<file path="src/rtl/mac_header_inserter_if.sv">
// AXI4-Stream bundle used on both sides of the header inserter.
// Master drives payload and valid; slave drives ready.
interface mac_header_inserter_if #(
    parameter int DW = 512,
    parameter int UW = 256
);
    logic [DW-1:0]   tdata;
    logic [DW/8-1:0] tkeep;
    logic [UW-1:0]   tuser;
    logic            tvalid;
    logic            tready;
    logic            tlast;

    modport master (
        output tdata,
        output tkeep,
        output tuser,
        output tvalid,
        output tlast,
        input  tready
    );

    modport slave (
        input  tdata,
        input  tkeep,
        input  tuser,
        input  tvalid,
        input  tlast,
        output tready
    );
endinterface

</file>
<file path="src/rtl/mac_header_inserter.sv">
// Prepends a 14-byte Ethernet II header to each payload frame.
// Payload is shifted up by 14 bytes; a tail overflow gets a flush beat.
module mac_header_inserter #(
    parameter int          AXIS_DATA_WIDTH  = 512,
    parameter int          AXIS_TUSER_WIDTH = 256,
    parameter logic [15:0] TYPE             = 16'h0800
) (
    input  logic                  axis_aclk,
    input  logic                  axis_resetn,
    input  logic [47:0]           dest_mac_addr,
    input  logic [47:0]           src_mac_addr,
    mac_header_inserter_if.slave  s_axis,
    mac_header_inserter_if.master m_axis
);
    localparam int DW = AXIS_DATA_WIDTH;
    localparam int UW = AXIS_TUSER_WIDTH;
    localparam int KB = DW / 8;
    localparam int H  = 14;
    localparam int R  = KB - H;

    typedef enum logic [1:0] {
        HEAD  = 2'd0,
        BODY  = 2'd1,
        FLUSH = 2'd2
    } state_t;

    state_t          state;
    state_t          state_nx;
    logic [H*8-1:0]  resid_data;
    logic [H-1:0]    resid_keep;
    logic [UW-1:0]   hdr_tuser;

    logic [H*8-1:0]  hdr;
    logic [UW-1:0]   tuser_adj;
    logic            s_ready;
    logic            m_valid;
    logic            s_xfer;
    logic            m_xfer;
    logic            ovf;

    assign tuser_adj = {s_axis.tuser[UW-1:16],
                        s_axis.tuser[15:0] + 16'd14};
    assign s_xfer    = s_axis.tvalid && s_ready;
    assign m_xfer    = m_valid && m_axis.tready;
    assign ovf       = s_axis.tkeep[R];

    assign s_axis.tready = s_ready;
    assign m_axis.tvalid = m_valid;

    // Header bytes in wire order: dest MAC, src MAC, EtherType.
    always_comb begin
        hdr = '0;
        for (int i = 0; i < 6; i++) begin
            hdr[8*i +: 8]     = dest_mac_addr[8*(5-i) +: 8];
            hdr[8*(6+i) +: 8] = src_mac_addr[8*(5-i) +: 8];
        end
        hdr[8*12 +: 8] = TYPE[15:8];
        hdr[8*13 +: 8] = TYPE[7:0];
    end

    // State register.
    always_ff @(posedge axis_aclk or negedge axis_resetn) begin
        if (!axis_resetn) begin
            state <= HEAD;
        end else begin
            state <= state_nx;
        end
    end

    // Next state: advance on each accepted beat, flush on tail overflow.
    always_comb begin
        state_nx = state;
        unique case (state)
            HEAD, BODY: begin
                if (s_xfer) begin
                    if (!s_axis.tlast) begin
                        state_nx = BODY;
                    end else if (ovf) begin
                        state_nx = FLUSH;
                    end else begin
                        state_nx = HEAD;
                    end
                end
            end
            FLUSH: begin
                if (m_xfer) begin
                    state_nx = HEAD;
                end
            end
            default: state_nx = HEAD;
        endcase
    end

    // Outputs: pass-through with a 14-byte shift, or the held tail.
    always_comb begin
        m_axis.tdata = '0;
        m_axis.tkeep = '0;
        m_axis.tuser = '0;
        m_axis.tlast = 1'b0;
        m_valid      = 1'b0;
        s_ready      = 1'b0;
        unique case (state)
            HEAD, BODY: begin
                m_valid = s_axis.tvalid;
                s_ready = m_axis.tready;
                if (state == HEAD) begin
                    m_axis.tdata = {s_axis.tdata[R*8-1:0], hdr};
                    m_axis.tuser = tuser_adj;
                end else begin
                    m_axis.tdata = {s_axis.tdata[R*8-1:0], resid_data};
                    m_axis.tuser = hdr_tuser;
                end
                if (s_axis.tlast && !ovf) begin
                    m_axis.tkeep = {s_axis.tkeep[R-1:0], {H{1'b1}}};
                    m_axis.tlast = 1'b1;
                end else begin
                    m_axis.tkeep = '1;
                    m_axis.tlast = 1'b0;
                end
            end
            FLUSH: begin
                m_valid      = 1'b1;
                s_ready      = 1'b0;
                m_axis.tdata = {{(DW-H*8){1'b0}}, resid_data};
                m_axis.tkeep = {{R{1'b0}}, resid_keep};
                m_axis.tuser = hdr_tuser;
                m_axis.tlast = 1'b1;
            end
            default: begin
                m_valid = 1'b0;
                s_ready = 1'b0;
            end
        endcase
    end

    // Capture the top 14 bytes of each accepted beat and the frame tuser.
    always_ff @(posedge axis_aclk or negedge axis_resetn) begin
        if (!axis_resetn) begin
            resid_data <= '0;
            resid_keep <= '0;
            hdr_tuser  <= '0;
        end else if (s_xfer && state != FLUSH) begin
            resid_data <= s_axis.tdata[DW-1 -: H*8];
            resid_keep <= s_axis.tkeep[KB-1 -: H];
            if (state == HEAD) begin
                hdr_tuser <= tuser_adj;
            end
        end
    end
endmodule

</file>
<file path="src/flat_wrapper.sv">
// flat-port wrapper written by rule: the top's interface ports become plain ports
module mac_header_inserter_flat 
#(
    parameter int          AXIS_DATA_WIDTH  = 512,
    parameter int          AXIS_TUSER_WIDTH = 256,
    parameter logic [15:0] TYPE             = 16'h0800
)
  (axis_aclk, axis_resetn, dest_mac_addr, src_mac_addr, s_axis_tdata, s_axis_tkeep, s_axis_tuser, s_axis_tvalid, s_axis_tlast, s_axis_tready, m_axis_tdata, m_axis_tkeep, m_axis_tuser, m_axis_tvalid, m_axis_tlast, m_axis_tready);
  mac_header_inserter_if #(.DW((512)), .UW((256))) s_axis_i ();
  mac_header_inserter_if #(.DW((512)), .UW((256))) m_axis_i ();
  input  logic axis_aclk;
  input  logic axis_resetn;
  input  logic [47:0] dest_mac_addr;
  input  logic [47:0] src_mac_addr;
  input wire logic [$bits(s_axis_i.tdata)-1:0] s_axis_tdata;
  input wire logic [$bits(s_axis_i.tkeep)-1:0] s_axis_tkeep;
  input wire logic [$bits(s_axis_i.tuser)-1:0] s_axis_tuser;
  input wire logic [$bits(s_axis_i.tvalid)-1:0] s_axis_tvalid;
  input wire logic [$bits(s_axis_i.tlast)-1:0] s_axis_tlast;
  output wire logic [$bits(s_axis_i.tready)-1:0] s_axis_tready;
  output wire logic [$bits(m_axis_i.tdata)-1:0] m_axis_tdata;
  output wire logic [$bits(m_axis_i.tkeep)-1:0] m_axis_tkeep;
  output wire logic [$bits(m_axis_i.tuser)-1:0] m_axis_tuser;
  output wire logic [$bits(m_axis_i.tvalid)-1:0] m_axis_tvalid;
  output wire logic [$bits(m_axis_i.tlast)-1:0] m_axis_tlast;
  input wire logic [$bits(m_axis_i.tready)-1:0] m_axis_tready;
  assign s_axis_i.tdata = s_axis_tdata;
  assign s_axis_i.tkeep = s_axis_tkeep;
  assign s_axis_i.tuser = s_axis_tuser;
  assign s_axis_i.tvalid = s_axis_tvalid;
  assign s_axis_i.tlast = s_axis_tlast;
  assign s_axis_tready = s_axis_i.tready;
  assign m_axis_tdata = m_axis_i.tdata;
  assign m_axis_tkeep = m_axis_i.tkeep;
  assign m_axis_tuser = m_axis_i.tuser;
  assign m_axis_tvalid = m_axis_i.tvalid;
  assign m_axis_tlast = m_axis_i.tlast;
  assign m_axis_i.tready = m_axis_tready;
  mac_header_inserter #(.AXIS_DATA_WIDTH(AXIS_DATA_WIDTH), .AXIS_TUSER_WIDTH(AXIS_TUSER_WIDTH), .TYPE(TYPE)) u_core (.axis_aclk(axis_aclk), .axis_resetn(axis_resetn), .dest_mac_addr(dest_mac_addr), .src_mac_addr(src_mac_addr), .s_axis(s_axis_i), .m_axis(m_axis_i));
endmodule
</file>
<file path="config.mk">
export PLATFORM = sky130hd
export DESIGN_NAME = mac_header_inserter_flat
export DESIGN_NICKNAME = d
export VERILOG_FILES = /design/src/rtl/mac_header_inserter_if.sv /design/src/rtl/mac_header_inserter.sv /design/src/flat_wrapper.sv
export SDC_FILE = /design/constraint.sdc
export NUM_CORES = 1
export LEC_CHECK = 0
export ABC_AREA = 1
export CORE_AREA = 2 2 686 688
export DETAILED_ROUTE_END_ITERATION = 7
export DIE_AREA = 0 0 688 690
export PLACE_DENSITY = 0.33
export SLEW_MARGIN = 20
export SYNTH_ARGS = -nofsm -noshare
export SYNTH_HDL_FRONTEND = slang
export SYNTH_SLANG_ARGS = --single-unit
</file>
<file path="constraint.sdc">
create_clock -name axis_aclk -period 2.8 [get_ports axis_aclk]
set_input_delay 0.84 -clock axis_aclk [delete_from_list [all_inputs] [get_ports axis_aclk]]
set_output_delay 0.84 -clock axis_aclk [all_outputs]
set_load 0.05 [all_outputs]
</file>
==> impl_metrics.toml <==
[synthesis]
ys_warn_count = 0
synth_seq_cells = 384
synth_fa_ha_area_frac = 0.0005559
syn_inst = 3358
synthFlopType = "dfrtp_1"
async_flop_share = 1.000
synth_area_um2 = 22510
synth.area.mux_share = 0.01601
yosys.area_share.simple = 0.2344
synth-compound-area-share = 0.1563
synth_edf_count = 0
synth.yosys.seq_area_share = 0.4270
synth-xor-area-share = 0.001946
synth_top_family_by_area = "simple AND/OR/NAND/NOR gates"
syn_avg_cell_area_um2 = 6.702
synthesis.nets = 4292
synth_cell_types = 30

[sta]
rsz0062_at_grt = "yes"
setup_viol = 835
period_minus_slack_ps = 3410
timing.hold.ws_ps = 98.36
fmax_ghz = 0.2933
slew_headroom = 0.6040
fin_crit_sh = 1.218
worst_slack_ps = -609.8
final-hold-violation-count = 0
drv_slew = 0
worst_pin_slew_ps = 594.0
fin_skew_ps = 38.49

[cts]
clkSinkCount = 384
cts_buffer_depth = 3
clkTransAtPathRegs_ps = 70
cts_tree = "yes"
worstSkewPairLatency_ps = 730
h-tree-depth = 2
clockRootBuffer = "clkbuf_16"
cts-buffers-inserted = 59

[grt]
grt_util_all_layers = 0.1462
grt_pass1_vias = 30630
antenna_found_initial = 426
grt_pass1_wl_um = 428400
grt_max_degree = 94
overflow = 0

[worst_setup_path]
r2r_end = "u_core.hdr_tuser[110]"
crit_fanout = 6
cp.arrival_ps = 2570
crit_path_start_kind = "flop"
r2r_setup_slack_ps = 530
startpoint = "u_core.state[1]"
cp_num_cells = 10
cp-end-kind = "output port"
crit_family = "buffers and inverters"
required_ps = 1960
endpoint = "m_axis_tuser[85]"
critical-path-top-cell-by-count = "buf_16"
crit_type = "reg2out"
timing.rr.start = "u_core.state[1]"
crit_chain = "nor2_4 > buf_12 > buf_16 > buf_16 > buf_16 > buf_6 > nand2_2 > o21ai_2 > buf_6 > buf_12"
r2r_cells = 9
crit_buf_inv = 7
cp_slowest_stage_delay_ps = 510
critPathSlowestCell = "dfrtp_4"

[route]
vias_per_cell = 2.701
vias = 31440
drt_iter0_drc = 2012
ant_nets = 0
remaining_drc_errors = 0
drt_pass1_iterations = 5
wl_um = 361700
post_drt_wl_per_cell_um = 31.08

[die]
io_pins = 1768
die_h_um = 690
num_rows = 251
design.core.area_um2 = 466700
fp.dieW_um = 688
start_util = 0.04823
dieArea_um2 = 474700

[pwr]
vdd_drop_max_uv = 449.6
power-per-cell-area_nw_per_um2 = 666.4
p_total_mw = 39.74
leakage_nw = 26.34

[cells_and_area]
post-route-util = 0.1278
fin_area_um2 = 59630
finalNetCount = 6232
syn_to_final_growth_pct = 165.0
drive_gt1_frac = 0.2923
stdcell_count = 11640

[placement]
place_area_um2 = 53250
hpwl_um = 322200
place.port_buffers = 1767
place_congestion = 0.9120
place_inst = 11360

[flow_run]
drv_cap = 0

[status]
outcome = "finished with violations"
violations = "setup timing"

[worst_hold_path]
holdCritPathClass = "in2async"
through the flow:
stage | setup TNS [ps] | worst slack (ps)
2_1_floorplan | -26620 | -265.9
3_3_place_gp | -33340 | -882.6
3_5_place_dp | -34530 | -868.0
4_1_cts | -457670 | -725.8
5_1_grt | -461690 | -746.0
6_report | -346970 | -609.8
placed cells by master, fill, tap and decap left out, types with 76 or more instances in the layout:
master and count:
buf_12 525, clkdlybuf4s50_1 925, o21ai_2 107, dfrtp_1 382, clkbuf_16 77, nand2_1 795
buf_6 163, nor2_1 480, inv_1 687, a22o_1 76, o21ai_0 325, buf_4 400
diode_2 95
layer usage:
layer,track usage,up-vias,wire length [um]
met1,0.1597,14690,133600
met5,0,-,595
met4,0.03359,90,9680
met2,0.2381,1775,165700
met3,0.09045,788,52200
li1,-,14100,-
state kept, by name (all words and copies together) (netlist names):
register,count
u_core.hdr_tuser,256
u_core.resid_keep,14
u_core.resid_data,112
u_core.state,2
kinds of logic (layout without fill, tap and decap cells):
family / count (synthesis) / after routing
AND/OR/NAND/NOR: 1392 / 1392
buffers and inverters: 911 / 2897
AO/OA/AOI/OAI: 629 / 629
flip-flops: 384 / 384
multiplexers: 36 / 36
XOR/XNOR: 5 / 5
adder cells (fa/ha/maj): 1 / 1
other: 0 / 95
layout make-up:
cell class	instances	area, um^2
clock inverter	23	286.5
inverter	694	2638
multi-input combinational	2063	10940
antenna	95	237.7
timing repair buffer	2096	26440
clock buffer	84	1720
sequential	384	9614
fill	53810	407000
tap	6198	7755
worst min-delay path by stage:
stage | startpoint | end | cells after the start
floorplan | u_core.resid_data[99] | u_core.resid_data[99] | 2
global placement | u_core.hdr_tuser[15] | u_core.hdr_tuser[15] | 2
detailed placement | u_core.hdr_tuser[8] | u_core.hdr_tuser[8] | 2
CTS | axis_resetn | u_core.hdr_tuser[214] | 1
global route | axis_resetn | u_core.hdr_tuser[212] | 1
finish | axis_resetn | u_core.hdr_tuser[212] | 1
where the power goes:
part	switching (mW)	total (mW)	internal, mW
clock	3.38	8.09	4.71
sequential	0.672	7.57	6.90
combinational	14.7	24.1	9.39
repair_timing:
action | in CTS | in global routing
cloned | 20 | 18
gates resized for setup | 456 | 322
hold buffers | 0 | 0
buffers inserted | 36 | 10
pin swaps | 26 | 5
setup endpoints to repair | 835 | 835
synth_stat cells (all sizes together) (2+ instances only):
cell type | number | area share
a22o | 96 | 0.037
buf | 152 | 0.037
clkbuf | 65 | 0.011
dfrtp | 384 | 0.43
inv | 693 | 0.12
mux2i | 36 | 0.016
nand2 | 874 | 0.15
nand3 | 12 | 0.0027
nand4 | 4 | 0.0011
nor2 | 500 | 0.084
o21ai | 527 | 0.12
o22ai | 3 | 0.00083
xnor2 | 3 | 0.0012
xor2 | 2 | 0.00078
No activity file was read; power rests on OpenSTA's default activity.
